===== config.mk =====
export PLATFORM = sky130hd
export DESIGN_NAME = vga_fb_scheduler_flat
export DESIGN_NICKNAME = d
export VERILOG_FILES = /design/src/rtl/vga_fb_if.sv /design/src/rtl/vga_fb_scheduler.sv /design/src/flat_wrapper.sv
export SDC_FILE = /design/constraint.sdc
export NUM_CORES = 1
export LEC_CHECK = 0
export CELL_PAD_IN_SITES_DETAIL_PLACEMENT = 0
export CELL_PAD_IN_SITES_GLOBAL_PLACEMENT = 1
export CORE_AREA = 2 2 145 147
export CTS_BUF_LIST = sky130_fd_sc_hd__clkbuf_8
export CTS_CLUSTER_SIZE = 24
export DETAILED_ROUTE_END_ITERATION = 16
export DIE_AREA = 0 0 147 149
export DONT_BUFFER_PORTS = 1
export HOLD_SLACK_MARGIN = 0.05
export PLACE_DENSITY = 0.89
export SETUP_SLACK_MARGIN = 0.02
export SKIP_CTS_REPAIR_TIMING = 1
export SLEW_MARGIN = 20
export SYNTH_ARGS = -nofsm -noshare
export SYNTH_HDL_FRONTEND = slang
export SYNTH_SLANG_ARGS = --single-unit
export TNS_END_PERCENT = 30

===== constraint.sdc =====
create_clock -name MAX10_CLK1_50 -period 3.7 [get_ports MAX10_CLK1_50]
set_input_delay 0.74 -clock MAX10_CLK1_50 [delete_from_list [all_inputs] [get_ports MAX10_CLK1_50]]
set_output_delay 0.74 -clock MAX10_CLK1_50 [all_outputs]
set_load 0.02 [all_outputs]

===== src/rtl/vga_fb_if.sv =====
// rtl/vga_fb_if.sv - framebuffer scheduler bus: scan-out FIFO, pixel writer and RAM port
interface vga_fb_if #(
    parameter int ADDR_W = 19,
    parameter int PIX_W  = 12
);
    logic              frame_start;
    logic              pix_rd;
    logic [PIX_W-1:0]  pix_data;
    logic              pix_valid;
    logic              underflow;
    logic              wr_req;
    logic [ADDR_W-1:0] wr_addr;
    logic [PIX_W-1:0]  wr_data;
    logic              wr_ack;
    logic [ADDR_W-1:0] mem_addr;
    logic              mem_re;
    logic              mem_we;
    logic [PIX_W-1:0]  mem_wdata;
    logic [PIX_W-1:0]  mem_rdata;

    modport slave (
        input  frame_start, pix_rd, wr_req, wr_addr, wr_data, mem_rdata,
        output pix_data, pix_valid, underflow, wr_ack, mem_addr, mem_re, mem_we, mem_wdata
    );

    modport master (
        output frame_start, pix_rd, wr_req, wr_addr, wr_data, mem_rdata,
        input  pix_data, pix_valid, underflow, wr_ack, mem_addr, mem_re, mem_we, mem_wdata
    );
endinterface


===== src/rtl/vga_fb_scheduler.sv =====
// rtl/vga_fb_scheduler.sv - single-port framebuffer arbiter, scan-out prefetch over pixel writer
module vga_fb_scheduler #(
    parameter int H_ACTIVE   = 800,
    parameter int V_ACTIVE   = 600,
    parameter int ADDR_W     = 19,
    parameter int PIX_W      = 12,
    parameter int FIFO_DEPTH = 16,
    parameter int LOW_WATER  = 4
) (
    input  logic    MAX10_CLK1_50,
    input  logic    RESET_N,
    vga_fb_if.slave bus
);
    localparam int PTR_W = $clog2(FIFO_DEPTH);
    localparam int OCC_W = PTR_W + 2;
    localparam logic [ADDR_W-1:0] LAST_ADDR = ADDR_W'(H_ACTIVE * V_ACTIVE - 1);
    localparam logic [ADDR_W:0]   PIXELS    = (ADDR_W + 1)'(H_ACTIVE * V_ACTIVE);

    typedef enum logic [1:0] {IDLE = 2'd0, RUN = 2'd1, DONE = 2'd2} state_t;

    state_t            state_q, state_d;
    logic [ADDR_W-1:0] fetch_addr_q, fetch_addr_d;
    logic [PIX_W-1:0]  fifo_mem [FIFO_DEPTH];
    logic [PTR_W-1:0]  rd_ptr_q, rd_ptr_d, wr_ptr_q, wr_ptr_d;
    logic [PTR_W:0]    level_q, level_d;
    logic              re_q, ret_q, ret_live_q;
    logic              uf_q, uf_d;
    logic              mem_we_q, mem_we_d;
    logic [ADDR_W-1:0] mem_addr_q, mem_addr_d;
    logic [PIX_W-1:0]  mem_wdata_q, mem_wdata_d;
    logic [OCC_W-1:0]  occ;
    logic              grant_fetch, grant_wr, push, pop, flush;

    // Occupancy counts reads still in the RAM pipeline, including ones a flush has orphaned.
    assign occ   = OCC_W'(level_q) + OCC_W'(re_q) + OCC_W'(ret_q);
    assign flush = bus.frame_start;
    assign push  = ret_q & ret_live_q & ~flush;
    assign pop   = bus.pix_rd & (level_q != '0);

    always_comb begin
        grant_fetch = 1'b0;
        grant_wr    = 1'b0;
        state_d     = state_q;
        if (state_q == RUN && !flush) begin
            if (occ < OCC_W'(LOW_WATER))       grant_fetch = 1'b1;
            else if (bus.wr_req)               grant_wr    = 1'b1;
            else if (occ < OCC_W'(FIFO_DEPTH)) grant_fetch = 1'b1;
        end else begin
            grant_wr = bus.wr_req;
        end
        case (state_q)
            IDLE, DONE: if (flush) state_d = RUN;
            RUN:        if (grant_fetch && fetch_addr_q == LAST_ADDR) state_d = DONE;
            default:    state_d = IDLE;
        endcase
    end

    always_comb begin
        fetch_addr_d = fetch_addr_q;
        rd_ptr_d     = rd_ptr_q;
        wr_ptr_d     = wr_ptr_q;
        level_d      = level_q;
        if (flush) begin
            fetch_addr_d = '0;
            rd_ptr_d     = '0;
            wr_ptr_d     = '0;
            level_d      = '0;
        end else begin
            if (grant_fetch) fetch_addr_d = fetch_addr_q + ADDR_W'(1);
            if (pop)         rd_ptr_d     = rd_ptr_q + PTR_W'(1);
            if (push)        wr_ptr_d     = wr_ptr_q + PTR_W'(1);
            level_d = level_q + (PTR_W + 1)'(push) - (PTR_W + 1)'(pop);
        end
        uf_d        = uf_q | (bus.pix_rd & (level_q == '0));
        // Out-of-range writes are acknowledged but never reach the RAM.
        mem_we_d    = grant_wr && ({1'b0, bus.wr_addr} < PIXELS);
        mem_addr_d  = grant_fetch ? fetch_addr_q : (mem_we_d ? bus.wr_addr : '0);
        mem_wdata_d = mem_we_d ? bus.wr_data : '0;
    end

    always_ff @(posedge MAX10_CLK1_50 or negedge RESET_N) begin
        if (!RESET_N) begin
            state_q      <= IDLE;
            fetch_addr_q <= '0;
            rd_ptr_q     <= '0;
            wr_ptr_q     <= '0;
            level_q      <= '0;
            re_q         <= 1'b0;
            ret_q        <= 1'b0;
            ret_live_q   <= 1'b0;
            uf_q         <= 1'b0;
            mem_we_q     <= 1'b0;
            mem_addr_q   <= '0;
            mem_wdata_q  <= '0;
        end else begin
            state_q      <= state_d;
            fetch_addr_q <= fetch_addr_d;
            rd_ptr_q     <= rd_ptr_d;
            wr_ptr_q     <= wr_ptr_d;
            level_q      <= level_d;
            re_q         <= grant_fetch;
            ret_q        <= re_q;
            ret_live_q   <= re_q & ~flush;
            uf_q         <= uf_d;
            mem_we_q     <= mem_we_d;
            mem_addr_q   <= mem_addr_d;
            mem_wdata_q  <= mem_wdata_d;
        end
    end

    always_ff @(posedge MAX10_CLK1_50) begin
        if (push) fifo_mem[wr_ptr_q] <= bus.mem_rdata;
    end

    assign bus.pix_data  = (level_q != '0) ? fifo_mem[rd_ptr_q] : '0;
    assign bus.pix_valid = (level_q != '0);
    assign bus.underflow = uf_q;
    assign bus.wr_ack    = grant_wr;
    assign bus.mem_addr  = mem_addr_q;
    assign bus.mem_re    = re_q;
    assign bus.mem_we    = mem_we_q;
    assign bus.mem_wdata = mem_wdata_q;
endmodule


===== src/flat_wrapper.sv =====
// flat-port wrapper written by rule: the top's interface ports become plain ports
module vga_fb_scheduler_flat 
#(
    parameter int H_ACTIVE   = 800,
    parameter int V_ACTIVE   = 600,
    parameter int ADDR_W     = 19,
    parameter int PIX_W      = 12,
    parameter int FIFO_DEPTH = 16,
    parameter int LOW_WATER  = 4
)
  (MAX10_CLK1_50, RESET_N, bus_frame_start, bus_pix_rd, bus_wr_req, bus_wr_addr, bus_wr_data, bus_mem_rdata, bus_pix_data, bus_pix_valid, bus_underflow, bus_wr_ack, bus_mem_addr, bus_mem_re, bus_mem_we, bus_mem_wdata);
  vga_fb_if #(.ADDR_W(ADDR_W), .PIX_W(PIX_W)) bus_i ();
  input  logic MAX10_CLK1_50;
  input  logic RESET_N;
  input wire logic [$bits(bus_i.frame_start)-1:0] bus_frame_start;
  input wire logic [$bits(bus_i.pix_rd)-1:0] bus_pix_rd;
  input wire logic [$bits(bus_i.wr_req)-1:0] bus_wr_req;
  input wire logic [$bits(bus_i.wr_addr)-1:0] bus_wr_addr;
  input wire logic [$bits(bus_i.wr_data)-1:0] bus_wr_data;
  input wire logic [$bits(bus_i.mem_rdata)-1:0] bus_mem_rdata;
  output wire logic [$bits(bus_i.pix_data)-1:0] bus_pix_data;
  output wire logic [$bits(bus_i.pix_valid)-1:0] bus_pix_valid;
  output wire logic [$bits(bus_i.underflow)-1:0] bus_underflow;
  output wire logic [$bits(bus_i.wr_ack)-1:0] bus_wr_ack;
  output wire logic [$bits(bus_i.mem_addr)-1:0] bus_mem_addr;
  output wire logic [$bits(bus_i.mem_re)-1:0] bus_mem_re;
  output wire logic [$bits(bus_i.mem_we)-1:0] bus_mem_we;
  output wire logic [$bits(bus_i.mem_wdata)-1:0] bus_mem_wdata;
  assign bus_i.frame_start = bus_frame_start;
  assign bus_i.pix_rd = bus_pix_rd;
  assign bus_i.wr_req = bus_wr_req;
  assign bus_i.wr_addr = bus_wr_addr;
  assign bus_i.wr_data = bus_wr_data;
  assign bus_i.mem_rdata = bus_mem_rdata;
  assign bus_pix_data = bus_i.pix_data;
  assign bus_pix_valid = bus_i.pix_valid;
  assign bus_underflow = bus_i.underflow;
  assign bus_wr_ack = bus_i.wr_ack;
  assign bus_mem_addr = bus_i.mem_addr;
  assign bus_mem_re = bus_i.mem_re;
  assign bus_mem_we = bus_i.mem_we;
  assign bus_mem_wdata = bus_i.mem_wdata;
  vga_fb_scheduler #(.H_ACTIVE(H_ACTIVE), .V_ACTIVE(V_ACTIVE), .ADDR_W(ADDR_W), .PIX_W(PIX_W), .FIFO_DEPTH(FIFO_DEPTH), .LOW_WATER(LOW_WATER)) u_core (.MAX10_CLK1_50(MAX10_CLK1_50), .RESET_N(RESET_N), .bus(bus_i));
endmodule

==> impl_metrics.csv <==
group,metric,value,unit
clock_tree,clockBufferDepth,3,
critical_path,critPathMostFrequentCell,"mux4_2",
die,die_y,149,microns
logic_synthesis,ys.flop_type,"edfxtp_1",
logic_synthesis,syn_inst,651,
critical_path,r2r_setup_slack,700,ps
power,combPwrFrac,0.210,
logic_synthesis,syn_area,10890,sq um
clock_tree,cts_made_buffers,41,
timing,finalHoldViolations,0,
critical_path,startpoint_type,"register",
clock_tree,clk_latency,540,ps
grt,grt_antenna_before_repair,0,
routing,num_vias,5827,
timing,relSlewSlack,0.3018,
clock_tree,clk_pin_slew,70,ps
die,num_io_pins,96,
clock_tree,clkSinkCount,262,
logic_synthesis,synthAdderAreaFrac,0.02023,
logic_synthesis,async_flop_share,0.2672,
grt,grt-ovfl-total,0,
die,chipWidth,147,microns
logic_synthesis,synth_compound_area_frac,0.03149,
timing,finalMaxSlewViolations,0,
logic_synthesis,seq_area_frac_synth,0.6905,
timing,fin_crit_sh,0.9167,
power,seqPwrFrac,0.473,
die,die-area,21900,sq um
finish,num-fill-cells,1493,
routing,drt_wl_total,22.60,mm
critical_path,worst-path-buf-inv,1,
placed_design,dp_hpwl,13.73,mm
finish,regArea,7520,sq um
timing,rsz0062_at_grt,"no",
die,core_area,20560,sq um
timing,final-setup-viol-count,0,
timing,worstMarginPinSlew,1046,ps
finish,fin_nets,741,
critical_path,critPathTopFamily,"multiplexers",
power,p_leak,4.281,nW
critical_path,cp_cell_sequence,"buf_12 > mux4_2 > mux4_2 > and2_1",
finish,final_area,12040,sq um
critical_path,cp_max_fo,48,
logic_synthesis,syn_area_per_cell,16.72,sq um
power,switching_power,2.057,mW
critical_path,crit_type,"reg2out",
timing,setup-tns-final,0,ps
timing,fin_hold_ws,95.74,ps
logic_synthesis,synth_top_family_by_area,"multiplexers",
timing,max_freq,294.8,MHz
timing,period_minus_slack,3392,ps
finish,num_antenna_cells,0,
worst_hold_path,hp-class,"in2async",
routing,wl_per_cell,23.03,microns
timing,finClkSkew,11.30,ps
finish,syn_to_final_growth,10.63,%
grt,grt_pass1_wl,34.76,mm
finish,multi_input_area,3094,sq um
placed_design,port_buffers,0,
routing,drtAntennaViolNets,0,
routing,drt-initial-drc-count,495,
job,cap_violations,0,
placed_design,placedInstanceArea,11240,sq um
power,switching_share,0.2845,
die,initial_core_util,0.5296,
power,pwr_density_cell,600.2,nW/um^2
critical_path,crit_required,2960,ps
outcome,outcome,"finished clean",
routing,viasPerCell,5.940,
grt,grt_usage,0.2111,
critical_path,max_stage_delay,570,ps
power,vdd_ir_drop_max,0.0003842,V
critical_path,cp_slowest_cell,"mux4_2",
logic_synthesis,synth_edf_count,192,
logic_synthesis,ys_seq_elements,262,
logic_synthesis,yosysWarnings,0,
routing,drc,0,
logic_synthesis,ys_types,48,
finish,layout-drive-gt1-share,0.2110,
clock_tree,cts_tree,"built",
clock_tree,htree_levels,2,
clock_tree,cts_root_buf,"clkbuf_8",
critical_path,crit_arrival,2650,ps
grt,grt_pass1_vias,6211,
placed_design,place.gp.congestion,0.8015,
logic_synthesis,muxShareOfSynthArea,0.1456,
routing,drtPass1Iterations,6,
logic_synthesis,syn_nets,716,
logic_synthesis,synth-simple-area-share,0.07654,
power,p_int,5.172,mW
grt,grt_max_degree,71,
power,clockPowerShare,0.317,
logic_synthesis,synth-xor-area-share,0.007241,
critical_path,crit_path_end_kind,"primary output",
die,rows,53,
==> kinds of logic (layout without fill, tap and decap cells) <==
family	Yosys count	after routing
AOI/OAI and AO/OA	53	53
xor gates and xnor gates	9	9
adders and majority gates	17	17
buffers and inverters	69	124
DFF	262	262
muxes	83	83
and+or+nand+nor	158	158
==> power groups by stage <==
stage,clock (mW),sequential (mW),combinational [mW]
final,2.29,3.42,1.52
after global routing,2.46,3.43,1.65
after CTS,2.33,3.42,1.52
after detailed placement,0,3.48,1.51
after global placement,0,3.47,1.47
after floorplan,0,3.43,1.31
==> routing by layer <==
metal | share of wire | GRT usage | routed length, microns | up-vias
met5 | 0 | 0 | 0 | -
met2 | 0.53 | 0.3704 | 11900 | 182
li1 | - | - | - | 2559
met1 | 0.39 | 0.2636 | 8848 | 3052
met4 | 0.018 | 0.06635 | 406 | 0
met3 | 0.064 | 0.04924 | 1437 | 34
==> Yosys cell counts, drive strengths merged, types with 14 or more instances <==
master	number	area (sq um)
edfxtp	192	5766
dfrtp	70	1752
mux4	60	1351
nand2	35	131.4
nor2	34	127.6
inv	32	120.1
a21oi	21	105.1
clkbuf	20	75.07
mux2i	20	200.2
buf	17	113.9
ha	16	200.2
and2	14	87.58
nand3	14	70.07
o31ai	14	105.1
or4	14	105.1
==> cell type report <==
type	count	share of cell area
clock inverters	27	0.01205
inverters	32	0.009973
well taps	275	0.02857
clock buffers	46	0.05257
repair buffers	19	0.01558
flip-flops and latches	262	0.6243
multi-input cells	320	0.2569
==> cell usage in the layout, fill, tap and decap left out, types with 6 or more instances in the layout <==
cell type,n
edfxtp_1,192
dfrtp_1,68
mux4_2,60
clkbuf_8,46
inv_1,45
nand2_1,35
nor2_1,30
a21oi_1,21
mux2i_1,20
ha_1,16
buf_4,16
nand3_1,14
and2_1,14
o31ai_1,14
or4_1,14
and3_1,13
nor2b_1,8
clkinv_1,7
xnor2_1,6
==> flip-flops by register name, summed over array words and instances, names as in the netlist <==
| name | cells |
|---|---|
| u_core.state_q | 2 |
| u_core.ret_q | 1 |
| u_core.rd_ptr_q | 4 |
| u_core.fifo_mem | 192 |
| u_core.bus.mem_wdata | 12 |
| u_core.ret_live_q | 1 |
| u_core.bus.underflow | 1 |
| u_core.bus.mem_we | 1 |
| u_core.level_q | 5 |
| u_core.wr_ptr_q | 4 |
| u_core.bus.mem_addr | 19 |
| u_core.bus.mem_re | 1 |
| u_core.fetch_addr_q | 19 |
==> path summary, 6_finish.rpt <==
| check | start | to | cells after the start |
|---|---|---|---|
| worst max-delay path | u_core.rd_ptr_q[0] | bus_pix_data[6] | 4 |
| worst min-delay path | RESET_N | u_core.fetch_addr_q[5] | 1 |
| worst max register to register | u_core.level_q[2] | u_core.level_q[4] | 13 |
| worst min register to register | u_core.state_q[1] | u_core.state_q[1] | 1 |
| max in group asynchronous | RESET_N | u_core.rd_ptr_q[0] | 1 |
| min in group MAX10_CLK1_50 | bus_frame_start | u_core.fetch_addr_q[15] | 1 |
==> metrics by stage <==
step | utilization | power [mW] | setup WS, ps | std cells
CTS | 0.5845 | 7.277 | 255.3 | 980
finish | 0.5859 | 7.229 | 308.2 | 981
floorplan | - | 4.740 | 837.3 | 651
global route | 0.5859 | 7.547 | 185.3 | 981
global placement | 0.5467 | 4.938 | 837.8 | 907
detailed placement | 0.5467 | 4.992 | 711.0 | 907
No activity file was read; power rests on OpenSTA's default activity.
==> RTL edit 1, RTL diff (same flow settings) <==
`mem_addr_q` no longer has a reset.
--- a/src/rtl/vga_fb_scheduler.sv
+++ b/src/rtl/vga_fb_scheduler.sv
@@ -92,3 +92,2 @@
             mem_we_q     <= 1'b0;
-            mem_addr_q   <= '0;
             mem_wdata_q  <= '0;
@@ -105,5 +104,8 @@
             mem_we_q     <= mem_we_d;
-            mem_addr_q   <= mem_addr_d;
             mem_wdata_q  <= mem_wdata_d;
         end
+    end
+
+    always_ff @(posedge MAX10_CLK1_50) begin
+        mem_addr_q <= mem_addr_d;
     end
Function: changed (Yosys sat finds a counterexample within 4 cycles, from zero or initial values and one cycle with RESET_N low).
==> RTL edit 1 against the original RTL <==
  * Power fell by 0.66%
  * Sequential share of layout area fell by 0.47 points
  * Wire length rose by 0.25%
  * Register-to-register slack barely moved
  * Area after synthesis fell by 0.87%
  * Setup slack got worse by 0.015 ns
  * Design area fell by 0.52%
  * Synthesized cell count did not move
  * Sequential cell count did not move
  * Critical path type unchanged
==> RTL edit 1: results <==
group,metric,value,unit
global_route,grt_pass1_vias,6166,
drt,first_iter_violations,453,
synth,synth_area_leaders,"edfxtp_1, mux4_2, dfrtp_1, dfxtp_1, ha_1",
global_route,grt_max_degree,52,
global_route,grt_use_total,0.213,
drt,dr.pass1.iters,5,
placement,gp_congestion,0.826,
global_route,grtUsageMet1,0.265,
placement,place_ws,0.688,ns
global_route,grt_pass1_wl,35100,um
final_layout,fill_cells,1505,
power_and_ir_drop,ir_drop,556,uV
critical_path,crit_path_max_incr_delay,0.55,ns
final_layout,fin_nets,747,
drt,wl_met3,1420,um
synth,synthTopCellsByCount,"edfxtp_1, mux4_2, dfrtp_1",
power_and_ir_drop,power_density,599,nW/um2
critical_path,endpoint,"bus_pix_data[1]",
timing,layout_setup_ws,0.293,ns
final_layout,finalNonFillerCells,991,
synth,synth.distinct_cells,49,
drt,wl_met2,12100,um
timing,max-slew-margin-rel,0.255,
power_and_ir_drop,leakage,4.22,nW
drt,met1_length,8710,um
critical_path,cp.arrival,2.67,ns
drt,viasPerCell,5.93,
placement,placed_area,11200,um2
synth,seq_area_frac_synth,0.688,
synth,async_flop_share,0.195,
placement,dp_cells,911,
clock_tree,cts_buffers,42,
placement,dp_hpwl,14200,um
status,status,"complete, no violations",
drt,routedWlPerCell,22.9,um
global_route,grtUsageMet3,0.0474,
-- RTL edit 1: cell types whose count changed after synthesis --
| cell | before | now |
|---|---|---|
| dfrtp_1 | 70 | 51 |
| dfxtp_1 | 0 | 19 |
-- RTL edit 1: layout make-up --
cell class | count | area [um2] | share of cell area
tap | 275 | 344 | 0.0287
inverter | 32 | 120 | 0.0100
clock inverter | 33 | 151 | 0.0126
timing repair buffer | 24 | 228 | 0.0190
multi-input combinational | 320 | 3090 | 0.258
sequential | 262 | 7420 | 0.620
clock buffer | 45 | 619 | 0.0517
-- RTL edit 1: kinds of logic (layout without fill, tap and decap cells) --
| group | count (synthesis) | count (layout) | share of synthesized area |
|---|---|---|---|
| flops | 262 | 262 | 0.688 |
| buf+inv | 69 | 134 | 0.0286 |
| xor+xnor | 9 | 9 | 0.00730 |
| mux | 83 | 83 | 0.147 |
| simple gates | 158 | 158 | 0.0772 |
| fa+ha+maj | 17 | 17 | 0.0204 |
| compound gates | 53 | 53 | 0.0318 |
==> RTL edit 2, RTL diff (same settings) <==
Without the edit above. `H_ACTIVE` is set to 800 in 2 places; all go to 400.
--- a/src/rtl/vga_fb_scheduler.sv
+++ b/src/rtl/vga_fb_scheduler.sv
@@ -2,3 +2,3 @@
 module vga_fb_scheduler #(
-    parameter int H_ACTIVE   = 800,
+    parameter int H_ACTIVE   = 400,
     parameter int V_ACTIVE   = 600,
--- a/src/flat_wrapper.sv
+++ b/src/flat_wrapper.sv
@@ -3,3 +3,3 @@
 #(
-    parameter int H_ACTIVE   = 800,
+    parameter int H_ACTIVE   = 400,
     parameter int V_ACTIVE   = 600,
Function: changed (a bounded check fails within 4 cycles, from zero or initial values and one cycle with RESET_N low).
==> RTL edit 2 against the original RTL <==
  * Wire length decreased by 1.1%
  * Design area grew 0.66%
  * Area after synthesis barely moved
  * Sequential share of layout area fell by 0.41 points
  * Critical endpoint is now bus_wr_ack
  * Power increased by 2.4%
  * Hold slack worse by 0.034 ns
  * Largest cell class unchanged
  * Setup slack lost 0.10 ns
  * Sequential cell count is the same
==> RTL edit 2: results <==
group,metric,value,unit
status,status,"complete, no violations",
critical_path,worstPathMaxFanout,34,
clock_tree,clock_latency,0.56,ns
final_layout,multi_input_cells,322,
drt,first_iter_violations,382,
drt,routedWlPerCell,22.8,um
critical_path,cp.arrival,2.76,ns
synth,synthMuxAreaShare,0.125,
clock_tree,path_clk_slew,0.06,ns
synth,synth.distinct_cells,51,
global_route,grt_pass1_wl,34700,um
final_layout,multi_input_area_share,0.258,
timing,fin_crit_sh,0.945,
critical_path,worstSetupStartpoint,"u_core.level_q[1]",
synth,synthTopCellsByCount,"edfxtp_1, dfrtp_1, mux4_2",
final_layout,fin_nets,742,
placement,dp_hpwl,13500,um
final_layout,signal_buffers,18,
placement,dp_cells,907,
timing,whs,0.0619,ns
placement,place_ws,0.606,ns
global_route,grt_use_total,0.211,
placement,placed_area,11300,um2
power_and_ir_drop,leakage,4.18,nW
global_route,grt_pass1_vias,6117,
synth,ys.flop_type,"edfxtp_1",
global_route,antenna_found_initial,0,
final_layout,drive_gt1_frac,0.218,
drt,dr.pass1.iters,5,
final_layout,fill_cells,1479,
synth,yosys.area.top_type_share,0.530,
global_route,grt_max_degree,71,
synth,synth_fp_nets,721,
critical_path,reg2reg_depth,13,
synth,async_flop_share,0.267,
timing,max-slew-margin-rel,0.311,
placement,gp_congestion,0.861,
power_and_ir_drop,ir_drop,348,uV
synth,synth_cells,656,
synth,synth-xor-area-share,0.00724,
synth,synth_area_leaders,"edfxtp_1, dfrtp_1, mux4_2, ha_1, o211ai_1",
synth,seq_area_frac_synth,0.691,
final_layout,multi_input_area,3120,um2
synth,synth_fa_ha_area_frac,0.0202,
synth,synth_compound_area_frac,0.0590,
critical_path,r2r-end,"u_core.level_q[4]",
final_layout,clock_buffers,44,
critical_path,endpoint,"bus_wr_ack",
drt,viasPerCell,6.10,
final_layout,nonClkBufAreaFrac,0.0159,
final_layout,clk_share,0.0682,
critical_path,crit_path_max_incr_delay,0.48,ns
final_layout,inv_count,31,
timing,finClkSkew,0.0206,ns
critical_path,r2r_slack,0.56,ns
critical_path,crit_slowest_cell,"dfrtp_1",
clock_tree,cts_buffers,42,
==> RTL edit 2: power breakdown <==
| part | internal, W | switching, W |
|---|---|---|
| clock | 0.00133 | 0.00112 |
| combinational | 0.000713 | 0.000836 |
| sequential | 0.00324 | 0.000162 |
| total | 0.00528 | 0.00212 |
==> RTL edit 2: worst max-delay path, delay by kind of cell (launching register included) <==
| family | cells | cell delay, ns |
|---|---|---|
| buffers and inverters | 3 | 0.49 |
| flip-flops | 1 | 0.48 |
| adder cells (fa/ha/maj) | 1 | 0.34 |
| AO/OA/AOI/OAI | 2 | 0.32 |
| AND/OR/NAND/NOR | 3 | 0.57 |
==> RTL edit 2: layer usage <==
layer | GRT usage | vias to the layer above | wire, um
met5 | 0 | - | 0
met4 | 0.0639 | 0 | 451
met3 | 0.0495 | 40 | 1690
met2 | 0.355 | 230 | 11400
met1 | 0.277 | 3094 | 8830
li1 | - | 2619 | -
